## src/rtl/spi_master_tx.sv

```systemverilog
// SPI mode-0 master: serialises one DATA_W word per valid/ready handshake, MSB first,
// and captures the word returned on miso through a 2-flop synchroniser.
module spi_master_tx #(
  parameter int CLK_DIV = 4,
  parameter int DATA_W  = 8
) (
  input  logic              clk,
  input  logic              rst,
  input  logic [DATA_W-1:0] tx_data,
  input  logic              tx_valid,
  output logic              tx_ready,
  output logic [DATA_W-1:0] rx_data,
  output logic              rx_valid,
  output logic              sclk,
  output logic              mosi,
  output logic              cs_n,
  input  logic              miso
);

  localparam int PH_W  = $clog2(CLK_DIV);
  localparam int BIT_W = $clog2(DATA_W);

  typedef enum logic [2:0] {IDLE, SETUP, HIGH, LOW, HOLD, GAP} state_t;

  state_t            state, next_state;
  logic [PH_W-1:0]   phase;
  logic [BIT_W-1:0]  bit_cnt;
  logic [DATA_W-2:0] tx_shift;     // bits still to be sent after the one on mosi
  logic [DATA_W-1:0] rx_shift;
  logic              miso_meta, miso_sync;
  logic              phase_done, last_bit, handshake, enter_gap;

  assign phase_done = (phase == PH_W'(CLK_DIV - 1));
  assign last_bit   = (bit_cnt == BIT_W'(DATA_W - 1));
  assign handshake  = (state == IDLE) && tx_valid;
  assign enter_gap  = (state == HOLD) && (next_state == GAP);

  // NOTE: every output of always_comb gets a default first, so no path can infer a latch.
  always_comb begin
    next_state = state;
    case (state)
      IDLE:    if (tx_valid)   next_state = SETUP;
      SETUP:   if (phase_done) next_state = HIGH;
      HIGH:    if (phase_done) next_state = last_bit ? HOLD : LOW;
      LOW:     if (phase_done) next_state = HIGH;
      HOLD:    if (phase_done) next_state = GAP;
      GAP:     if (phase_done) next_state = IDLE;
      default:                 next_state = IDLE;
    endcase
  end

  // NOTE: sequential state uses non-blocking assignments so all flops update from pre-edge values.
  always_ff @(posedge clk or posedge rst) begin
    if (rst) state <= IDLE;
    else     state <= next_state;
  end

  // Pins are registered from next_state so they line up exactly with the state they describe.
  always_ff @(posedge clk or posedge rst) begin
    if (rst) begin
      tx_ready <= 1'b1;
      cs_n     <= 1'b1;
      sclk     <= 1'b0;
    end else begin
      tx_ready <= (next_state == IDLE);
      cs_n     <= (next_state == IDLE) || (next_state == GAP);
      sclk     <= (next_state == HIGH);
    end
  end

  always_ff @(posedge clk or posedge rst) begin
    if (rst) begin
      phase   <= '0;
      bit_cnt <= '0;
    end else begin
      if (state == IDLE || next_state != state) phase <= '0;
      else                                      phase <= phase + PH_W'(1);

      if (state == IDLE)                  bit_cnt <= '0;
      else if (state == HIGH && phase_done) bit_cnt <= bit_cnt + BIT_W'(1);
    end
  end

  always_ff @(posedge clk or posedge rst) begin
    if (rst) begin
      miso_meta <= 1'b0;
      miso_sync <= 1'b0;
    end else begin
      miso_meta <= miso;
      miso_sync <= miso_meta;
    end
  end

  always_ff @(posedge clk or posedge rst) begin
    if (rst) begin
      tx_shift <= '0;
      mosi     <= 1'b0;
    end else if (handshake) begin
      tx_shift <= tx_data[DATA_W-2:0];
      mosi     <= tx_data[DATA_W-1];
    end else if (state == HIGH && next_state == LOW) begin
      mosi     <= tx_shift[DATA_W-2];
      tx_shift <= tx_shift << 1;
    end else if (enter_gap) begin
      mosi     <= 1'b0;
    end
  end

  // The sample is taken in the last cycle of HIGH, well after the slave's falling-edge update.
  always_ff @(posedge clk or posedge rst) begin
    if (rst) begin
      rx_shift <= '0;
      rx_data  <= '0;
      rx_valid <= 1'b0;
    end else begin
      if (state == HIGH && phase_done) rx_shift <= {rx_shift[DATA_W-2:0], miso_sync};
      if (enter_gap) rx_data <= rx_shift;
      rx_valid <= enter_gap;
    end
  end

endmodule

```

## config.mk

```make
export PLATFORM = sky130hd
export DESIGN_NAME = spi_master_tx
export DESIGN_NICKNAME = d
export VERILOG_FILES = /design/src/rtl/spi_master_tx.sv
export SDC_FILE = /design/constraint.sdc
export NUM_CORES = 1
export LEC_CHECK = 0
export CAP_MARGIN = 20
export CELL_PAD_IN_SITES_DETAIL_PLACEMENT = 1
export CELL_PAD_IN_SITES_GLOBAL_PLACEMENT = 1
export CORE_MARGIN = 4
export CORE_UTILIZATION = 45
export DETAILED_ROUTE_END_ITERATION = 10
export PLACE_DENSITY = 0.9
export SKIP_LAST_GASP = 1
export SYNTH_ARGS = -nofsm -noshare
export SYNTH_HDL_FRONTEND = slang
export SYNTH_SLANG_ARGS = --single-unit
export TNS_END_PERCENT = 30
```

## constraint.sdc

```tcl
create_clock -name clk -period 2.6 [get_ports clk]
set_input_delay 0.78 -clock clk [delete_from_list [all_inputs] [get_ports clk]]
set_output_delay 0.78 -clock clk [all_outputs]
set_load 0.005 [all_outputs]
```

* Word-level counts from Yosys, hierarchy flattened *
Index checks and enable logic that the tools add are counted.

storage, ports and cells
  flip-flop bits (word level) = 38
  input port bits = 12
  output and inout port bits = 13
  logic and storage cells = 53

operators by class
  add/sub/neg operators = 2
  equal/unequal tests = 11
  multiplexer cells = 15
  reduce and logical (&&, ||, !) cells = 12

operators by type and width
  operator               number
  $mux W3                8
  $pmux W3 S5            1
  $mux W7                2
  $eq A3 B2 Y1 const B   4
  $eq A3 B3 Y1 const B   4
  $logic_not A3 Y1       2
  $logic_and A1 B1 Y1    4
  $reduce_bool A2 Y1     2
  $add A3 B1 Y3 const B  1
  $eq A3 B1 Y1 const B   1
  $mux W1                3
  $ne A3 B3 Y1           1
  $reduce_bool A3 Y1     1
  $add A2 B1 Y2 const B  1
  $eq A2 B2 Y1 const B   1
  $logic_or A1 B1 Y1     2
  $mux W2                1
  $reduce_or A2 Y1       1

* Depth between registers and ports, before layout *
Gate-level depths: netlist of the first run.

  depth after elaboration = 9
  gate-level depth with buffers = 6
  depth with buffers taken out = 5

* Worst setup path before layout of the first run *
Ideal clock, no wire load.

  path type = input port to flip-flop
  from = in tx_valid
  to = reg tx_shift[1]
  arrival time = 1789 ps
  setup slack = 683 ps
  stages on the path = 3
  cell sequence = nor4b_4 -> mux2_2 -> mux2_1

between the ends
  word-level cells in the longest chain between the ends = 5
  elaborated cells between the ends (all ways) = 7
  classes of those cells = 1 x eq/ne; 3 x mux; 3 x reduce/logical

ends and longest elaborated chain
  element                       RTL line  source
  start, declared               10        input logic tx_valid,
  $mux W3                       42        IDLE: if (tx_valid) next_state = SETUP;
  $pmux W3 S5                   41        case (state)
  $eq A3 B2 Y1                  101       end else if (state == HIGH && next_state == LOW) begin
  $logic_and A1 B1 Y1           101
  $reduce_bool A2 Y1 (no line)  -
  end signal, assigned          99        tx_shift <= tx_data[DATA_W-2:0];
  end signal, assigned          103       tx_shift <= tx_shift << 1;
  end, declared                 28        logic [DATA_W-2:0] tx_shift;

Parallel ways exist; a longest one is shown, timed or not.
A chain may end at the register's enable or synchronous reset.

* Final worst setup path of the first run *
Same ends and word-level chain as after synthesis.

==> results of run 1 <==
==> area by class of cell <==
| cell class | count | area (sq um) |
|---|---|---|
| Multi-Input combinational cell | 72 | 633 |
| Timing Repair Buffer | 26 | 255 |
| Clock buffer | 8 | 90.1 |
| Inverter | 6 | 22.5 |
| Fill cell | 353 | 1430 |
| Tap cell | 46 | 57.6 |
| Sequential cell | 38 | 953 |
==> synthesized netlist by cell type, types with 2 or more instances <==
library cell	count	area share, %
o21ai_0	3	0.91
nor2_1	6	1.4
a31oi_1	2	0.76
a21oi_1	3	0.91
mux2_2	24	16
mux2_1	6	4.1
dfrtp_1	36	55
a22o_1	2	1.1
nand2_1	5	1.1
and3_1	3	1.1
ha_1	4	3.0
dfstp_2	2	3.2
buf_2	3	0.91
inv_1	6	1.4
==> through the flow <==
stage                     setup slack (ns)  hold slack (ns)  instance area, sq um  power (mW)  instances
final                                0.349            0.362                  2010        1.04        196
after global routing                 0.296            0.379                  2010        1.09        196
after CTS                            0.358            0.367                  2010        1.06        196
after detailed placement            0.0646            0.351                  1920       0.650        188
after global placement               0.179            0.335                  1920       0.647        188
after floorplan                      0.683            0.331                  1650       0.625        122
==> flip-flops by register name, indices dropped and copies added (netlist names) <==
signal and flops:
rx_valid 1, cs_n 1, state 3, sclk 1, tx_shift 7, phase 2, mosi 1, miso_meta 1
bit_cnt 3, rx_shift 8, tx_ready 1, miso_sync 1, rx_data 8
==> cell families (layout without fill, tap and decap cells) <==
group           Yosys count  after routing  synth area share [%]
flops                    38             38                  57.9
simple gates             20             20                  7.22
mux                      30             30                  20.5
compound gates           18             18                  7.68
fa+ha+maj                 4              4                  3.04
buf+inv                  12             40                  3.65
==> power by group through the flow <==
stage,combinational [mW],clock [mW],sequential [mW]
after CTS,0.0375,0.417,0.601
after global placement,0.0354,0,0.612
after floorplan,0.0144,0,0.611
after global routing,0.0404,0.445,0.602
after detailed placement,0.0372,0,0.613
final,0.0365,0.404,0.601
==> metal layers <==
| layer | wire length, um | GRT usage [%] | up-vias |
|---|---|---|---|
| met5 | 0 | 0 | - |
| met1 | 1420 | 20.1 | 527 |
| met3 | 101 | 3.40 | 7 |
| met4 | 81 | 9.18 | 0 |
| li1 | - | - | 482 |
| met2 | 1890 | 30.0 | 18 |
==> worst paths after layout <==
check | slack [ns] | cells past startpoint | endpoint
min | 0.36 | 0 | miso_sync
max in group asynchronous | 1.32 | 3 | cs_n
min in group asynchronous | 0.92 | 3 | miso_meta
min reg2reg | 0.36 | 0 | miso_sync
max | 0.35 | 5 | tx_shift[1]
max reg2reg | 0.64 | 5 | tx_shift[1]
==> placed cells by master, fill, tap and decap left out, drive strengths merged, types with 3 or more instances in the layout <==
cell and count:
o21ai 3, nor2 6, ha 4, inv 6, clkdlybuf4s50 24, mux2 30
and3 3, dfrtp 36, clkbuf 8, a21oi 3, nand2 5
==> flow_metrics.py, run 1 <==
metrics = {
    "run_status": {
        "status": "completed",
    },
    "floorplan": {
        "fp.coreArea_sq_mm": 0.00344,
        "die_x_um": 68.5,
        "initial_core_util_pct": 47.8,
        "dieArea_sq_mm": 0.00469,
        "num_rows": 21,
        "io_pins": 25,
        "die_h_um": 68.5,
    },
    "synthesis": {
        "syn_area_per_cell_sq_um": 13.5,
        "ys_seq_elements": 38,
        "synth_ff_type": "dfrtp_1",
        "synth_seq_area_share_pct": 57.9,
        "netlist_instances": 122,
        "async_flop_share_pct": 100,
        "syn_area_sq_mm": 0.00165,
        "synth_warnings": 0,
        "synth_edf_count": 0,
        "yosysUniqueCellTypes": 31,
        "syn_nets": 138,
    },
    "clock_network": {
        "hold_buffers": 0,
        "clkTransAtPathRegs_ns": 0.07,
        "cts.sinks": 38,
        "cts_max_level": 2,
        "cts_tree": "yes",
        "cts_resized": 0,
        "clock_path_buffers": 2,
        "cts_buffers": 5,
        "insertion_delay_ns": 0.28,
        "postCtsSetupBuffers": 0,
        "cts_root_buf": "clkbuf_8",
    },
    "timing": {
        "grt_setup_unrepaired": "no",
        "setup_viol": 0,
        "fin_crit_ns": 2.25,
        "maxSlewHeadroom_pct": 63.5,
        "slew_violations": 0,
        "fmax_ghz": 0.444,
        "skew_ns": 0.00411,
        "hold_viol": 0,
        "fin_setup_tns_ns": 0,
        "worst_pin_slew_ns": 0.548,
        "fin_crit_sh_pct": 86.6,
    },
    "setup_path": {
        "worstPathMaxFanout": 8,
        "crit_required_ns": 2.76,
        "cp_cell_sequence": "clkdlybuf4s50_1, nor4b_4, buf_4, mux2_2, mux2_1",
        "crit_path_top_delay_cell": "clkdlybuf4s50_1",
        "critical_path_class": "primary input to flop",
        "crit_buf_inv": 2,
        "critPathTopFamily": "buffers and inverters",
        "reg2reg_from": "bit_cnt[0]",
        "end_kind": "flop",
        "crit_start": "tx_valid",
        "cp_slowest_stage_delay_ns": 0.54,
        "critPathArrivalTime_ns": 2.41,
        "cp-start-kind": "primary input",
    },
    "drt": {
        "drc_errors": 0,
        "ant_nets": 0,
        "routed_wl_mm": 3.49,
        "drtIter0Drc": 66,
        "wire_per_inst_um": 17.8,
        "drtPass1Iterations": 4,
        "vias_per_cell": 5.28,
        "vias": 1034,
    },
    "pwr": {
        "p_comb_share_pct": 3.5,
        "pwr-share-clk_pct": 38.7,
        "ir_worst_vdd_uv": 395,
        "leakagePower_nw": 0.914,
        "p_per_area_mw_per_mm2": 518,
        "switching_share_pct": 19.9,
        "p_int_mw": 0.834,
        "seqPwrFrac_pct": 57.7,
        "switchingPower_mw": 0.208,
    },
    "hold_path": {
        "min_from": "miso_meta",
        "holdCritPathClass": "flop to flop",
    },
    "grt": {
        "grt_usage_pct": 17.3,
        "grt_pass1_vias": 1159,
        "grt_max_degree": 39,
        "antenna_found_initial": 0,
        "grt_pass1_wl_mm": 5.73,
        "grt-ovfl-total": 0,
    },
    "cells_and_area": {
        "utilization_pct": 58.5,
        "final_nets": 165,
        "drive_above_1_share_pct": 24.7,
        "diodes": 0,
        "syn_to_final_growth_pct": 22.2,
    },
    "place": {
        "port-buffer-count": 24,
        "dp_hpwl_mm": 2.46,
        "place.gp.congestion": 0.782,
    },
    "job": {
        "cap_violations": 0,
    },
}
Note: power is estimated with default switching activity, not from simulation.
==> run 2, diff against run 1 <==
--- a/config.mk
+++ b/config.mk
@@ -9,9 +9,9 @@
 export CELL_PAD_IN_SITES_DETAIL_PLACEMENT = 1
 export CELL_PAD_IN_SITES_GLOBAL_PLACEMENT = 1
 export CORE_MARGIN = 4
-export CORE_UTILIZATION = 45
+export CORE_UTILIZATION = 46
 export DETAILED_ROUTE_END_ITERATION = 10
-export PLACE_DENSITY = 0.9
+export PLACE_DENSITY = 0.92
 export SKIP_LAST_GASP = 1
 export SYNTH_ARGS = -nofsm -noshare
 export SYNTH_HDL_FRONTEND = slang
==> run 2 against run 1 <==
Compared with the run above: sequential share of layout area grew 0.18 points; clock power grew 1%; total power grew 0.53%; count of clock-buffer cells in the layout shrank 3; setup slack gained 0.10 ns; via count grew 3.4%; clock skew grew 0.0075 ns; die area shrank 1.9%; utilization grew 0.68 points; final area shrank 0.37%; fmax grew 4.8%; critical path depth shrank 4; critical path type is now flop to primary output; largest cell class unchanged.
==> flow_metrics.py, run 2 (same netlist as run 1, synthesis figures left out) <==
metrics = {
    "drt": {
        "ant_nets": 0,
        "vias_per_cell": 5.45,
        "wire_per_inst_um": 17.2,
        "routed_wl_mm": 3.37,
        "drtPass1Iterations": 3,
        "drc_errors": 0,
        "vias": 1069,
        "drtIter0Drc": 68,
    },
    "timing": {
        "fmax_ghz": 0.465,
        "fin_crit_sh_pct": 82.6,
        "holdWs_ns": 0.370,
        "fin_crit_ns": 2.15,
        "maxSlewHeadroom_pct": 66.3,
        "grt_setup_unrepaired": "no",
        "slew_violations": 0,
        "worst_pin_slew_ns": 0.506,
        "hold_viol": 0,
        "fin_setup_tns_ns": 0,
        "skew_ns": 0.0116,
        "setup_viol": 0,
    },
    "place": {
        "port-buffer-count": 24,
        "dp_hpwl_mm": 2.43,
        "place.gp.congestion": 0.805,
    },
    "setup_path": {
        "end_kind": "primary output",
        "crit_path_top_delay_cell": "dfstp_2",
        "cp-start-kind": "flop",
        "critical_path_class": "flop to primary output",
        "cp_cell_sequence": "clkdlybuf4s50_1",
        "crit_buf_inv": 1,
        "cp_slowest_stage_delay_ns": 0.53,
        "critPathArrivalTime_ns": 1.37,
        "crit_required_ns": 1.82,
        "worstPathMaxFanout": 1,
        "critPathTopFamily": "flip-flops",
    },
    "cells_and_area": {
        "drive_above_1_share_pct": 26.0,
        "largest_registers": "rx_data (8), rx_shift (8), tx_shift (7)",
        "mostFrequentLayoutCells": "dfrtp_1 (36), mux2_2 (24), clkdlybuf4s50_1 (24)",
        "layout_commonest_cell": "dfrtp_1",
        "utilization_pct": 59.1,
        "final_nets": 165,
        "syn_to_final_growth_pct": 21.7,
        "diodes": 0,
    },
    "clock_network": {
        "postCtsSetupBuffers": 0,
        "clock_path_buffers": 2,
        "cts_buffers": 5,
        "clkTransAtPathRegs_ns": 0.11,
        "cts_resized": 0,
        "cts_max_level": 2,
        "hold_buffers": 0,
        "cts.sinks": 38,
        "cts_tree": "yes",
        "insertion_delay_ns": 0.35,
        "cts_root_buf": "clkbuf_4",
    },
    "grt": {
        "grt_usage_pct": 17.8,
        "grt_max_degree": 39,
        "grt-ovfl-total": 0,
        "antenna_found_initial": 0,
        "grt_pass1_vias": 1235,
        "grt_pass1_wl_mm": 5.91,
    },
    "floorplan": {
        "num_rows": 21,
        "initial_core_util_pct": 48.6,
        "die_h_um": 67.8,
        "fp.coreArea_sq_mm": 0.00339,
        "die_x_um": 67.8,
        "dieArea_sq_mm": 0.00460,
        "io_pins": 25,
    },
    "pwr": {
        "power_mw": 1.05,
        "ir_worst_vdd_uv": 339,
        "p_per_area_mw_per_mm2": 522,
        "leakagePower_nw": 0.906,
    },
    "job": {
        "cap_violations": 0,
    },
    "run_status": {
        "status": "completed",
    },
    "hold_path": {
        "holdCritPathClass": "flop to flop",
    },
}
-- run 2: cell types whose count changed in the layout (fill, tap and decap cells not counted) --
cell / previous run / this run
bufinv_16: 0 / 1
clkbuf_1: 2 / 0
clkbuf_4: 0 / 5
clkbuf_8: 6 / 0
clkinvlp_4: 0 / 2
-- run 2: area by class of cell --
cell class                 count  area, sq um
clock buffer                   5         37.5
clock inverter                 3         45.0
fill                         334         1390
inverter                       6         22.5
multi-input combinational     72          633
sequential                    38          953
tap                           46         57.6
timing repair buffer          26          255
-- run 2: per-stage QoR --
stage / cell area (sq um) / instances / setup WS, ns
finish: 2000 / 196 / 0.451
floorplan: 1650 / 122 / 0.683
detailed placement: 1920 / 188 / 0.0909
CTS: 2000 / 196 / 0.419
global placement: 1920 / 188 / 0.180
global route: 2000 / 196 / 0.390
-- run 2: final timing paths --
| path | start | depth (start not counted) | slack (ns) | to |
|---|---|---|---|---|
| min | miso_meta | 0 | 0.37 | miso_sync |
| max | cs_n | 1 | 0.45 | cs_n |
| max reg2reg | bit_cnt[0] | 5 | 0.63 | tx_shift[4] |
| max in group asynchronous | rst | 3 | 1.42 | cs_n |
| min reg2reg | miso_meta | 0 | 0.37 | miso_sync |
| min in group asynchronous | rst | 3 | 0.82 | tx_shift[3] |
-- run 2: report_power, final --
part	switching, mW	leakage (nW)	internal [mW]
Sequential	0.00399	0.475	0.597
Clock	0.208	0.0374	0.202
Combinational	0.0156	0.394	0.0203
-- run 2: metal layers --
metal | vias up | GRT usage [%] | part of all wire (%)
met5 | - | 0 | 0
met4 | 0 | 9.68 | 3.6
met3 | 11 | 5.91 | 4.8
met2 | 26 | 30.5 | 52
met1 | 548 | 19.4 | 40
li1 | 484 | - | -
==> run 3, diff against run 2 <==
--- a/config.mk
+++ b/config.mk
@@ -9,9 +9,9 @@
 export CELL_PAD_IN_SITES_DETAIL_PLACEMENT = 1
 export CELL_PAD_IN_SITES_GLOBAL_PLACEMENT = 1
 export CORE_MARGIN = 4
-export CORE_UTILIZATION = 46
+export CORE_UTILIZATION = 43
 export DETAILED_ROUTE_END_ITERATION = 10
-export PLACE_DENSITY = 0.92
+export PLACE_DENSITY = 0.87
 export SKIP_LAST_GASP = 1
 export SYNTH_ARGS = -nofsm -noshare
 export SYNTH_HDL_FRONTEND = slang
==> constraint.sdc (replaced) <==
create_clock -name clk -period 2.15 [get_ports clk]
set_input_delay 0.645 -clock clk [delete_from_list [all_inputs] [get_ports clk]]
set_output_delay 0.645 -clock clk [all_outputs]
set_load 0.005 [all_outputs]
==> run 3 against run 2 <==
Compared with the run above: sequential share of layout area down 1.8 points; final cell count up 2.0%; setup slack worse by 0.29 ns; wire length down 2.1%; clock power up 82%; worst hold slack worse by 0.011 ns; die area up 6.1%; largest power group is now clock; critical path type is now primary input to flop; sequential power up 21%; critical path depth up 4.
==> flow_metrics.py, run 3 (same netlist as run 1, synthesis figures left out) <==
metrics = {
    "setup_path": {
        "critPathArrivalTime_ns": 2.16,
        "critical_path_class": "primary input to flop",
        "crit_required_ns": 2.32,
        "cp-start-kind": "primary input",
        "end_kind": "flop",
        "reg2regPathDepth": 5,
        "worstPathMaxFanout": 8,
    },
    "drt": {
        "drc_errors": 0,
        "vias_per_cell": 5.23,
        "wire_per_inst_um": 16.5,
        "drtPass1Iterations": 4,
        "ant_nets": 0,
        "drtIter0Drc": 43,
        "routed_wl_mm": 3.30,
        "vias": 1046,
    },
    "timing": {
        "hold_viol": 0,
        "skew_ns": 0.00270,
        "setup_viol": 0,
        "worst_pin_slew_ns": 0.524,
        "fin_setup_tns_ns": 0,
        "grt_setup_unrepaired": "no",
        "slew_violations": 0,
        "fmax_ghz": 0.502,
        "fin_crit_ns": 1.99,
        "maxSlewHeadroom_pct": 65.0,
        "fin_crit_sh_pct": 92.7,
    },
    "floorplan": {
        "num_rows": 22,
        "io_pins": 25,
        "initial_core_util_pct": 44.6,
        "die_x_um": 69.9,
        "fp.coreArea_sq_mm": 0.00369,
        "dieArea_sq_mm": 0.00488,
        "die_h_um": 69.9,
    },
    "place": {
        "dpl_cell_area_sq_mm": 0.00194,
        "dp_hpwl_mm": 2.40,
        "place.gp.congestion": 0.847,
        "port-buffer-count": 24,
    },
    "cells_and_area": {
        "drive_above_1_share_pct": 27.0,
        "fin_area_sq_mm": 0.00208,
        "syn_to_final_growth_pct": 26.4,
        "fillers": 376,
        "diodes": 0,
        "final_nets": 167,
        "layout_commonest_cell": "dfrtp_1",
        "regArea_sq_um": 953,
        "largest_registers": "rx_data (8), rx_shift (8), tx_shift (7)",
        "multiInputGateArea_sq_um": 633,
        "mostFrequentLayoutCells": "dfrtp_1 (36), mux2_2 (24), clkdlybuf4s50_1 (24)",
    },
    "clock_network": {
        "cts_resized": 0,
        "cts.sinks": 38,
        "clock_path_buffers": 2,
        "hold_buffers": 0,
        "postCtsSetupBuffers": 0,
        "insertion_delay_ns": 0.29,
        "cts_buffers": 5,
        "cts_max_level": 2,
        "clkTransAtPathRegs_ns": 0.07,
        "cts_root_buf": "clkbuf_8",
        "cts_tree": "yes",
    },
    "grt": {
        "grt_pass1_vias": 1238,
        "grt_pass1_wl_mm": 5.91,
        "antenna_found_initial": 0,
        "grt-ovfl-total": 0,
        "grt_usage_pct": 15.2,
        "grt_max_degree": 39,
    },
    "hold_path": {
        "holdCritPathClass": "flop to flop",
        "whs_path_depth": 0,
    },
    "pwr": {
        "ir_worst_vdd_uv": 403,
        "p_per_area_mw_per_mm2": 729,
        "leakagePower_nw": 0.951,
    },
    "job": {
        "cap_violations": 0,
    },
    "run_status": {
        "status": "completed",
    },
}
-- run 3: cell count changes in the layout (fill, tap and decap cells not counted), sizes merged --
cell | before | now
clkinvlp | 2 | 0
bufinv | 1 | 2
clkbuf | 5 | 6
buf | 2 | 4
-- run 3: final cells by class --
| cell class | instances | share of cell area (%) |
|---|---|---|
| timing repair buffer | 28 | 13.0 |
| inverter | 6 | 1.08 |
| sequential | 38 | 45.8 |
| multi-input combinational | 72 | 30.4 |
| clock inverter | 2 | 2.88 |
| tap | 48 | 2.88 |
| clock buffer | 6 | 3.97 |
-- run 3: layer usage --
layer  global-route usage, %  wire length (um)  part of all wire [%]
met5                       0                 0                     0
met4                    4.47                38                   1.2
met3                    5.18               133                   4.0
met1                    17.7              1370                    42
met2                    26.3              1760                    53
-- run 3: report_power, final --
group / internal (mW) / leakage (nW) / switching (mW) / total [mW]
logic: 0.0256 / 0.404 / 0.0188 / 0.0445
registers: 0.722 / 0.475 / 0.00478 / 0.727
clock network: 0.495 / 0.0714 / 0.251 / 0.746
-- run 3: worst max-delay path: stages --
cell	delay, ns
clkdlybuf4s50_1	0.47
nor4b_4	0.18
buf_4	0.20
mux2_2	0.35
mux2_1	0.31
-- run 3: worst paths after layout --
kind	start	endpoint	slack, ns
min in group asynchronous	rst	miso_sync	0.77
max in group asynchronous	rst	cs_n	1.03
setup / recovery	tx_valid	tx_shift[6]	0.16
setup reg to reg	bit_cnt[0]	tx_shift[6]	0.21
hold reg to reg	miso_meta	miso_sync	0.36
hold / removal	miso_meta	miso_sync	0.36
-- run 3: per-stage QoR --
step / hold WS, ns / power (mW) / util (%) / setup WS [ns] / cells
after global routing: 0.383 / 1.57 / 56.4 / 0.0818 / 200
after CTS: 0.361 / 1.54 / 56.4 / 0.159 / 200
after floorplan: 0.331 / 0.756 / - / 0.368 / 122
after detailed placement: 0.343 / 0.787 / 52.6 / -0.156 / 192
final: 0.359 / 1.52 / 56.4 / 0.157 / 200
after global placement: 0.336 / 0.784 / 52.6 / -0.0939 / 192
==> edit: new RTL, flow settings as in run 2 <==
The 6 states of `state_t` get a one-hot encoding in 6 bits.
--- a/src/rtl/spi_master_tx.sv
+++ b/src/rtl/spi_master_tx.sv
@@ -22,3 +22,3 @@
 
-  typedef enum logic [2:0] {IDLE, SETUP, HIGH, LOW, HOLD, GAP} state_t;
+  typedef enum logic [5:0] {IDLE = 6'b000001, SETUP = 6'b000010, HIGH = 6'b000100, LOW = 6'b001000, HOLD = 6'b010000, GAP = 6'b100000} state_t;
 
Behaviour: no difference found for any inputs over 10 cycles, from zero or initial values and one cycle with rst high; not proved beyond that.
==> edit against run 2 <==
Cell area grew 12%. Sequential share of layout area shrank 1.7 points. Worst setup slack gained 0.025 ns. Wire length grew 27%. Sequential cell count grew 3. Synthesized cell count grew 35%. Area after synthesis grew 15%. Global-route usage grew 0.51 points. Count of clock-buffer cells in the layout grew 1. Core utilization shrank 3.1 points. Critical path depth grew 4.
Power is not compared: it rests on default switching activity, and its combinational part moved more than twofold at a synthesized area within 25%.
==> edit: results (changes against run 2) <==
metric	value	unit	change
clk_pin_slew_worst_paths	0.08	ns	was 0.11 ns
ys_types	40		was 31
worstPathMaxFanout	11		was 1
gp_congestion	0.815		was 0.805
synthTopCellsByArea	dfrtp_1, nand2_1, mux2_4		was dfrtp_1, mux2_2, mux2_1
fin_cells	239		was 196
nets	203		was 165
status	completed		unchanged
hold_viol	0		unchanged
ys_warn_count	0		unchanged
switching_share	28.8	%	
cellLeakagePower	1.11	nW	
root_buffer	clkbuf_8		was clkbuf_4
synthTopCellsByCount	dfrtp_1, nand2_1, a22o_1		was dfrtp_1, mux2_2, inv_1, mux2_1, nor2_1
clock_path_buffers	2		unchanged
skew	0.00843	ns	was 0.0116 ns
portBuffers	24		unchanged
ys_seq_area_share	54.4	%	was 57.9%
grt_max_degree	42		was 39
ir_worst_vdd	0.371	mV	
worst_slew_pin_slew	0.584	ns	was 0.506 ns
pre_cts_ws	0.283	ns	was 0.0909 ns
ctsResizeCount	0		unchanged
hpwl	3.12	mm	was 2.43 mm
grt_pass1_vias	1521		was 1235
antenna_found_initial	0		unchanged
wl_per_cell	18.0	µm	was 17.2 µm
post_cts_buffers	0		unchanged
startpoint	state[4]		was cs_n
grt_first_pass_wirelength	7.33	mm	was 5.91 mm
min_from	miso_meta		unchanged
synthArstFlopShare	100	%	unchanged
n_antenna_cell	0		unchanged
htreeDepth	2		unchanged
vias	1359		was 1069
placed_cells	231		was 188
reg.largest.list	rx_data (8), rx_shift (8), tx_shift (7)		unchanged
synthFlopType	dfrtp_1		unchanged
hp-class	reg -> reg		unchanged
insertion_delay	0.29	ns	was 0.35 ns
numCtsBuffers	5		unchanged
syn_avg_cell_area	11.5	µm²	was 13.5 µm²
drtIter0Drc	52		was 68
dpl_cell_area	0.00214	mm²	was 0.00192 mm²
grt_use_total	18.3	%	was 17.8%
syn_nets	180		was 138
drive_gt1_share	14.3	%	was 26.0%
firstDrtPassIters	4		was 3
fin_crit	2.12	ns	was 2.15 ns
edit: cell types whose count changed after synthesis, sizes merged, moves of 5 or more:
| cell | change |
|---|---|
| a21o | +5 |
| a22o | +8 |
| mux2 | -22 |
| nand2 | +25 |
| nand3 | +6 |
edit: final cells by class:
type | instances | area, µm²
fillers | 417 | 1760
multi-input cells | 111 | 781
inverters | 4 | 15.0
clock inverters | 2 | 35.0
well taps | 50 | 62.6
flip-flops and latches | 41 | 1030
repair buffers | 25 | 248
clock buffers | 6 | 72.6
edit: worst max-delay path: stages, from the launching register on:
cell and delay, ns:
dfrtp_1 0.56, nor3b_1 0.46, nand3_1 0.43, inv_1 0.41
nand2_1 0.11, nand2_1 0.09
edit: kinds of logic (layout without fill, tap and decap cells):
family	Yosys count	count (layout)	share of synthesized area [%]
simple gates	62	62	17.7
flops	41	41	54.4
compound gates	32	32	12.6
buf+inv	13	37	4.30
mux	10	10	7.01
fa+ha+maj	4	4	2.58
xor+xnor	3	3	1.39
edit: per-stage QoR:
| stage | hold WS (ns) | utilization, % |
|---|---|---|
| finish | 0.356 | 56.1 |
| floorplan | 0.331 | - |
| global placement | 0.333 | 53.4 |
| CTS | 0.360 | 56.1 |
| global route | 0.373 | 56.1 |
| detailed placement | 0.341 | 53.4 |
edit: worst paths after layout:
check | depth (start not counted) | to | slack, ns
max in group asynchronous | 3 | state[0] | 1.32
min in group asynchronous | 3 | tx_shift[5] | 0.91
setup reg to reg | 5 | rx_data[1] | 0.48
setup / recovery | 5 | rx_data[1] | 0.48
hold reg to reg | 0 | miso_sync | 0.36
hold / removal | 0 | miso_sync | 0.36
edit: routing by layer:
layer	routed length, µm	global-route usage, %	up-vias
li1	-	-	626
met1	1800	23.2	693
met2	2270	31.5	36
met3	186	3.88	4
met4	40	5.22	0
met5	0	0	-
edit: power groups by stage:
stage                     logic, mW  registers [mW]  clock network, mW
after CTS                     0.443           0.844              0.506
after detailed placement      0.437           0.853                  0
final                         0.439           0.847              0.489
after global placement        0.398           0.845                  0
after global routing          0.482           0.860              0.535
after floorplan               0.342           0.808                  0
